## src/rtl/proc_pkg.sv

```systemverilog
// Shared definitions for the proc_core processor: opcodes, FSM states and
// instruction field positions.
package proc_pkg;

  typedef enum logic [4:0] {
    OP_ADD   = 5'd0,
    OP_SUB   = 5'd1,
    OP_DIV   = 5'd2,
    OP_MUL   = 5'd3,
    OP_MOD   = 5'd4,
    OP_SIL   = 5'd5,
    OP_SIE   = 5'd6,
    OP_COPY  = 5'd7,
    OP_JMP   = 5'd8,
    OP_LOAD  = 5'd9,
    OP_STORE = 5'd10,
    OP_SET   = 5'd11,
    OP_HALT  = 5'd12
  } opcode_e;

  typedef enum logic [2:0] {
    FETCH,
    DECODE,
    EXEC,
    MEM,
    NEXT,
    HALT
  } state_e;

  localparam int unsigned OPC_HI   = 31;
  localparam int unsigned OPC_LO   = 27;
  localparam int unsigned R1_HI    = 26;
  localparam int unsigned R1_LO    = 24;
  localparam int unsigned R2_HI    = 23;
  localparam int unsigned R2_LO    = 21;
  localparam int unsigned R3_HI    = 20;
  localparam int unsigned R3_LO    = 18;
  localparam int unsigned IMM_HI   = 23;
  localparam int unsigned IMM_LO   = 8;
  localparam int unsigned NUM_REGS = 8;

endpackage

```

## src/rtl/proc_alu.sv

```systemverilog
// Combinational ALU for proc_core: unsigned arithmetic modulo 2^DATA_W.
module proc_alu
  import proc_pkg::*;
#(
  parameter int unsigned DATA_W = 32
) (
  input  opcode_e           op,
  input  logic [DATA_W-1:0] a,
  input  logic [DATA_W-1:0] b,
  output logic [DATA_W-1:0] y
);

  // Result select; division/modulo by zero yield all-ones / a respectively.
  always_comb begin
    y = '0;
    case (op)
      OP_ADD: y = a + b;
      OP_SUB: y = a - b;
      OP_DIV: y = (b == '0) ? '1 : a / b;
      OP_MUL: y = a * b;
      OP_MOD: y = (b == '0) ? a : a % b;
      OP_SIL: y = {{(DATA_W-1){1'b0}}, (a < b)};
      OP_SIE: y = {{(DATA_W-1){1'b0}}, (a == b)};
      default: y = '0;
    endcase
  end

endmodule

```

## src/rtl/proc_core.sv

```systemverilog
// Multi-cycle processor core: FETCH/DECODE/EXEC/MEM/NEXT/HALT sequencer with
// an 8-entry register file and a single request/ack memory port.
module proc_core
  import proc_pkg::*;
#(
  parameter int unsigned       DATA_W   = 32,
  parameter int unsigned       ADDR_W   = 16,
  parameter logic [ADDR_W-1:0] RESET_PC = '0
) (
  input  logic              i_clk,
  input  logic              i_reset,
  output logic              o_mem_req,
  output logic              o_mem_we,
  output logic [ADDR_W-1:0] o_mem_addr,
  output logic [DATA_W-1:0] o_mem_wdata,
  input  logic              i_mem_ack,
  input  logic [DATA_W-1:0] i_mem_rdata,
  output logic [ADDR_W-1:0] o_pc,
  output logic              o_halted,
  output logic              o_illegal,
  output logic [31:0]       o_retired
);

  state_e state, state_n;

  // The low byte of an instruction carries no field, so it is not kept.
  logic [31:IMM_LO]  instr;
  logic [DATA_W-1:0] regs [NUM_REGS];

  opcode_e           opcode;
  logic [2:0]        r1, r2, r3;
  logic [15:0]       imm16;
  logic [ADDR_W-1:0] imm_addr, pc_next;
  logic [DATA_W-1:0] rd1, rd2, alu_y;

  logic              req_n, we_n;
  logic [ADDR_W-1:0] addr_n;
  logic [DATA_W-1:0] wdata_n;
  logic              ir_we, rf_we, pc_adv, retire, illegal_set;
  logic [2:0]        rf_waddr;
  logic [DATA_W-1:0] rf_wdata;

  assign opcode   = opcode_e'(instr[OPC_HI:OPC_LO]);
  assign r1       = instr[R1_HI:R1_LO];
  assign r2       = instr[R2_HI:R2_LO];
  assign r3       = instr[R3_HI:R3_LO];
  assign imm16    = instr[IMM_HI:IMM_LO];
  assign imm_addr = imm16[ADDR_W-1:0];
  assign rd1      = regs[r1];
  assign rd2      = regs[r2];
  assign o_halted = (state == HALT);

  // jmp leaves the register file untouched, so the condition is still valid in NEXT.
  assign pc_next = (opcode == OP_JMP && rd1[0]) ? imm_addr : o_pc + 1'b1;

  proc_alu #(.DATA_W(DATA_W)) u_alu (
    .op (opcode),
    .a  (rd1),
    .b  (rd2),
    .y  (alu_y)
  );

  // State register.
  always_ff @(posedge i_clk or posedge i_reset) begin
    if (i_reset) state <= FETCH;
    else         state <= state_n;
  end

  // Next state and datapath strobes. Memory outputs are registered: the
  // request for the next access is raised on the edge leaving NEXT/DECODE,
  // so only the very first fetch after reset spends an extra cycle raising it.
  always_comb begin
    state_n     = state;
    req_n       = o_mem_req;
    we_n        = o_mem_we;
    addr_n      = o_mem_addr;
    wdata_n     = o_mem_wdata;
    ir_we       = 1'b0;
    rf_we       = 1'b0;
    rf_waddr    = r1;
    rf_wdata    = '0;
    pc_adv      = 1'b0;
    retire      = 1'b0;
    illegal_set = 1'b0;
    case (state)
      FETCH: begin
        if (!o_mem_req) begin
          req_n  = 1'b1;
          we_n   = 1'b0;
          addr_n = o_pc;
        end else if (i_mem_ack) begin
          req_n   = 1'b0;
          ir_we   = 1'b1;
          state_n = DECODE;
        end
      end
      DECODE: begin
        case (opcode)
          OP_ADD, OP_SUB, OP_DIV, OP_MUL, OP_MOD, OP_SIL, OP_SIE: state_n = EXEC;
          OP_LOAD, OP_STORE: begin
            req_n   = 1'b1;
            we_n    = (opcode == OP_STORE);
            addr_n  = imm_addr;
            wdata_n = (opcode == OP_STORE) ? rd1 : o_mem_wdata;
            state_n = MEM;
          end
          OP_COPY: begin
            rf_we    = 1'b1;
            rf_wdata = rd2;
            state_n  = NEXT;
          end
          OP_SET: begin
            rf_we    = 1'b1;
            rf_wdata = {{(DATA_W-16){1'b0}}, imm16};
            state_n  = NEXT;
          end
          OP_JMP:  state_n = NEXT;
          OP_HALT: begin
            retire  = 1'b1;
            state_n = HALT;
          end
          default: begin
            illegal_set = 1'b1;
            state_n     = HALT;
          end
        endcase
      end
      EXEC: begin
        rf_we    = 1'b1;
        rf_waddr = r3;
        rf_wdata = alu_y;
        state_n  = NEXT;
      end
      MEM: begin
        if (i_mem_ack) begin
          req_n    = 1'b0;
          we_n     = 1'b0;
          rf_we    = !o_mem_we;
          rf_wdata = i_mem_rdata;
          state_n  = NEXT;
        end
      end
      NEXT: begin
        pc_adv  = 1'b1;
        retire  = 1'b1;
        req_n   = 1'b1;
        we_n    = 1'b0;
        addr_n  = pc_next;
        state_n = FETCH;
      end
      HALT: state_n = HALT;
      default: state_n = FETCH;
    endcase
  end

  // Datapath registers: memory port, instruction, register file, pc, counters.
  always_ff @(posedge i_clk or posedge i_reset) begin
    if (i_reset) begin
      o_mem_req   <= 1'b0;
      o_mem_we    <= 1'b0;
      o_mem_addr  <= '0;
      o_mem_wdata <= '0;
      instr       <= '0;
      o_pc        <= RESET_PC;
      o_retired   <= '0;
      o_illegal   <= 1'b0;
      for (int unsigned i = 0; i < NUM_REGS; i++) regs[i] <= '0;
    end else begin
      o_mem_req   <= req_n;
      o_mem_we    <= we_n;
      o_mem_addr  <= addr_n;
      o_mem_wdata <= wdata_n;
      if (ir_we)       instr <= i_mem_rdata[31:IMM_LO];
      if (rf_we)       regs[rf_waddr] <= rf_wdata;
      if (pc_adv)      o_pc <= pc_next;
      if (retire)      o_retired <= o_retired + 32'd1;
      if (illegal_set) o_illegal <= 1'b1;
    end
  end

endmodule

```

## config.mk

```make
export PLATFORM = sky130hd
export DESIGN_NAME = proc_core
export DESIGN_NICKNAME = d
export VERILOG_FILES = /design/src/rtl/proc_pkg.sv /design/src/rtl/proc_alu.sv /design/src/rtl/proc_core.sv
export SDC_FILE = /design/constraint.sdc
export NUM_CORES = 2
export LEC_CHECK = 0
export ABC_AREA = 1
export CORE_UTILIZATION = 60
export DETAILED_ROUTE_END_ITERATION = 10
export GPL_ROUTABILITY_DRIVEN = 0
export PLACE_DENSITY = 0.77
export SYNTH_ARGS = -nofsm -noshare
export SYNTH_HDL_FRONTEND = slang
export SYNTH_SLANG_ARGS = --single-unit
```

## constraint.sdc

```tcl
create_clock -name i_clk -period 108.2 [get_ports i_clk]
set_input_delay 21.64 -clock i_clk [delete_from_list [all_inputs] [get_ports i_clk]]
set_output_delay 21.64 -clock i_clk [all_outputs]
set_load 0.02 [all_outputs]
```

==> summary.md <==
| Metric | Value |
|---|---|
| Outcome | `complete, but fails checks` |
| Number of global-route vias before repair | `between 60k and 70k` |
| CP max stage cell | `dfrtp_4` |
| Critical path launch point type | `flop` |
| Num CTS Buffers | `43` |
| Worst-Skew Late Latency | `approximately 610 ps` |
| Clk pin slew, worst setup/hold paths | `roughly 70 ps` |
| Wire per inst | `21.26 um` |
| Number of core rows | `~120` |
| CP arrival | `about 97000 ps` |
| Seq/Total Area, Yosys | `13.76%` |
| CTS tree | `built` |
| # IOs | `between 100 and 150` |
| Slew Limit Fails | `2` |
| Slew margin rel. | `-3.565%` |
| Via count | `73.18k` |
| Die H | `roughly 340 um` |
| Core area | `114500 um^2` |
| Die area | `between 100000 and 150000 um^2` |
| Multi-input logic area | `roughly 51000 um^2` |
| Crit-path max cell delay | `660 ps` |
| H-Tree Depth | `2` |
| Share of cells above drive strength 1 | `5.938%` |
| Yosys top cell area share | `~18%` |
| Worst-case hold path end point | `o_retired[31]$_DFFE_PP0P_` |
| Initial Util | `between 60% and 70%` |
| Area contributors post-synth | `nand2_1 18%, dfrtp_1 14%, ha_1 13%` |
| Sequential cell area | `~9600 um^2` |
| Crit-path most repeated cell | `nand2_1` |
| Iter 0 DRT Violations | `about 9.1k` |
| Hold Vio Cnt, Final | `0` |
| Fmax | `about 0.010 GHz` |
| Area leader, netlist | `nand2_1` |
| DPL Wire Length | `between 150000 and 200000 um` |
| Worst R2R Setup Slack | `between 10000 and 15000 ps` |
| FF-to-FF End | `regs[159]$_DFFE_PP0P_` |
| Total wire length | `between 200000 and 300000 um` |
| # setup viols final | `0` |
| NumNets Final | `about 12k` |
| Post-layout util | `between 60 and 70%` |
| Top_reg_cell synth | `dfrtp_1` |
| FFs w/ async S/R, synth | `100.0%` |
| WP data required | `around 110000 ps` |
| Failing checks | `capacitance limit, slew limit` |
| Clk root buf | `clkbuf_16` |
| Synth Net Count | `11.76k` |
| Cts hold-fix bufs | `0` |
| Synth unique cells | `87` |
| Hold Crit Depth | `1` |
| FF-to-FF path depth | `about 720` |
| CTS Buffer Depth | `3` |
| Pin slew with the least headroom to its limit | `roughly 1500 ps` |
| Reg2reg start | `instr[21]$_DFFE_PP0P_` |
| Post-synth EDFFs | `0` |
| Pin count of the biggest net entering global routing | `about 100` |
| GRT Overall Usage | `43.26%` |
| Port bufs | `around 130` |
| Syn Inst Count | `about 11k` |
| Area Growth Syn to Fin | `5.612%` |
| Synthesized flop and latch total | `between 300 and 400` |
| CTS sink cnt | `382` |
| WS Path Type | `reg -> reg` |
| Fillers | `10.43k` |
| Cell Area, Synth | `between 60000 and 70000 um^2` |
| Clock Skews | `36.48 ps` |
| CP max FO | `88` |
| Global-route wire length before repair | `391400 um` |
| Die X | `342.2 um` |
| CP Capture Type | `flop` |
| MaxCap Viol Count | `2` |
| Hold crit path type | `reg -> reg` |
| ANT nets after route | `0` |
| Hold Startpoint | `o_retired[31]$_DFFE_PP0P_` |
| Vias per cell | `about 6` |
| Most frequent cells in the layout | `3323 x nand2_1, 1741 x inv_1, 719 x ha_1, 596 x a21oi_1, 570 x nor2_1` |
| Post-layout min period | `~97000 ps` |
| Syn_area_per_cell | `around 6.6 um^2` |
| Drt pass-1 iters | `7` |
| DRC Markers | `0` |
| Final Cycle Share | `between 80% and 90%` |
| Ys Warns | `0` |
| Gr ovfl total | `0` |
| Most common cell after layout, fill and taps aside | `nand2_1` |
| Initial antenna violation count | `23` |
synth_stat cells, types with 8 or more instances:
| master | number |
|---|---|
| a211oi_1 | 17 |
| a21boi_0 | 15 |
| a21o_1 | 20 |
| a21oi_1 | 599 |
| a221oi_1 | 33 |
| a31oi_1 | 13 |
| a41oi_1 | 17 |
| and2_1 | 16 |
| buf_1 | 19 |
| buf_2 | 83 |
| buf_4 | 25 |
| buf_6 | 35 |
| clkbuf_1 | 134 |
| clkbuf_8 | 27 |
| clkinv_1 | 26 |
| dfrtp_1 | 382 |
| fa_1 | 411 |
| ha_1 | 719 |
| inv_1 | 1754 |
| inv_2 | 29 |
| nand2_1 | 3332 |
| nand2_2 | 72 |
| nand2_4 | 15 |
| nand3_1 | 504 |
| nand3_2 | 40 |
| nand3b_1 | 15 |
| nand4_1 | 64 |
| nor2_1 | 581 |
| nor2_2 | 12 |
| nor3_1 | 64 |
| nor4_1 | 33 |
| o2111ai_1 | 8 |
| o211ai_1 | 98 |
| o21a_1 | 15 |
| o21ai_0 | 444 |
| o21ai_1 | 120 |
| o21ai_2 | 34 |
| o21bai_1 | 58 |
| o221ai_1 | 20 |
| o22ai_1 | 21 |
| o31ai_1 | 13 |
| or2_1 | 9 |
| or2_2 | 111 |
| xnor2_1 | 168 |
| xor2_1 | 272 |
metrics by stage:
stage	instances	setup WS [ps]	cell area [um^2]	hold WS, ps	TNS (ps)
2_1_floorplan	10600	27750	69450	448.9	0
3_5_place_dp	12040	10040	71660	464.9	0
6_report	12140	11400	73350	476.6	0
4_1_cts	12110	9703	73120	481.9	0
3_3_place_gp	12040	13860	71660	462.5	0
5_1_grt	12120	-91.92	73310	489.3	-255.0
flip-flops by register name (all words and copies together), names as in the netlist:
name         flops
o_retired       32
regs           256
o_mem_addr      16
state            3
o_mem_we         1
instr           24
o_mem_wdata     32
o_pc            16
o_illegal        1
o_mem_req        1
kinds of logic (layout without fill, tap and decap cells):
family | Yosys count | count (layout) | synth area share (%)
adder cells (fa/ha/maj) | 1130 | 1130 | 24.80
flip-flops | 382 | 382 | 13.76
AO/OA/AOI/OAI | 1586 | 1586 | 13.24
AND/OR/NAND/NOR | 4888 | 4888 | 29.36
multiplexers | 8 | 8 | 0.1261
buffers and inverters | 2164 | 2176 | 13.17
other | 0 | 18 | 0
XOR/XNOR | 440 | 440 | 5.549
critical path, delay by kind of cell (launching register included):
kind | cells | cell delay (ps)
simple gates | 523 | 50270
compound gates | 257 | 45210
buf+inv | 101 | 12820
fa+ha+maj | 36 | 11040
flops | 1 | 660
per-layer routing:
metal | part of all wire, % | GRT usage [%]
met5 | 0.048 | 0
met4 | 8.7 | 30.37
met3 | 15 | 14.38
met2 | 41 | 63.11
met1 | 36 | 53.65
worst max-delay path by stage:
stage | to | start | slack (ps) | cells after the start
2_1_floorplan | regs[127]$_DFFE_PP0P_ | instr[21]$_DFFE_PP0P_ | 27750 | 1170
3_3_place_gp | regs[95]$_DFFE_PP0P_ | instr[21]$_DFFE_PP0P_ | 13860 | 720
3_5_place_dp | regs[159]$_DFFE_PP0P_ | instr[21]$_DFFE_PP0P_ | 10040 | 720
4_1_cts | regs[159]$_DFFE_PP0P_ | instr[21]$_DFFE_PP0P_ | 9700 | 919
5_1_grt | regs[159]$_DFFE_PP0P_ | instr[21]$_DFFE_PP0P_ | -90 | 918
6_report | regs[159]$_DFFE_PP0P_ | instr[21]$_DFFE_PP0P_ | 11400 | 917
timing repair:
| item | CTS | global route |
|---|---|---|
| endpoints found under the setup margin | 0 | 256 |
| resized for setup | 0 | 39 |
| setup buffers | 0 | 6 |
layout make-up:
cell class              instances  area share (%)
inverters                    1814           9.385
clock buffers                  62           1.673
clock inverters                15          0.3104
repair buffers                283           3.398
flip-flops and latches        382           13.05
multi-input cells            8052           69.53
repair inverters                2         0.01365
well taps                    1512           2.579
diodes                         18         0.06141
Power is left out: the tool's default activity adds up to more than one toggle a clock period on the data nets, which glitch-free logic cannot reach.
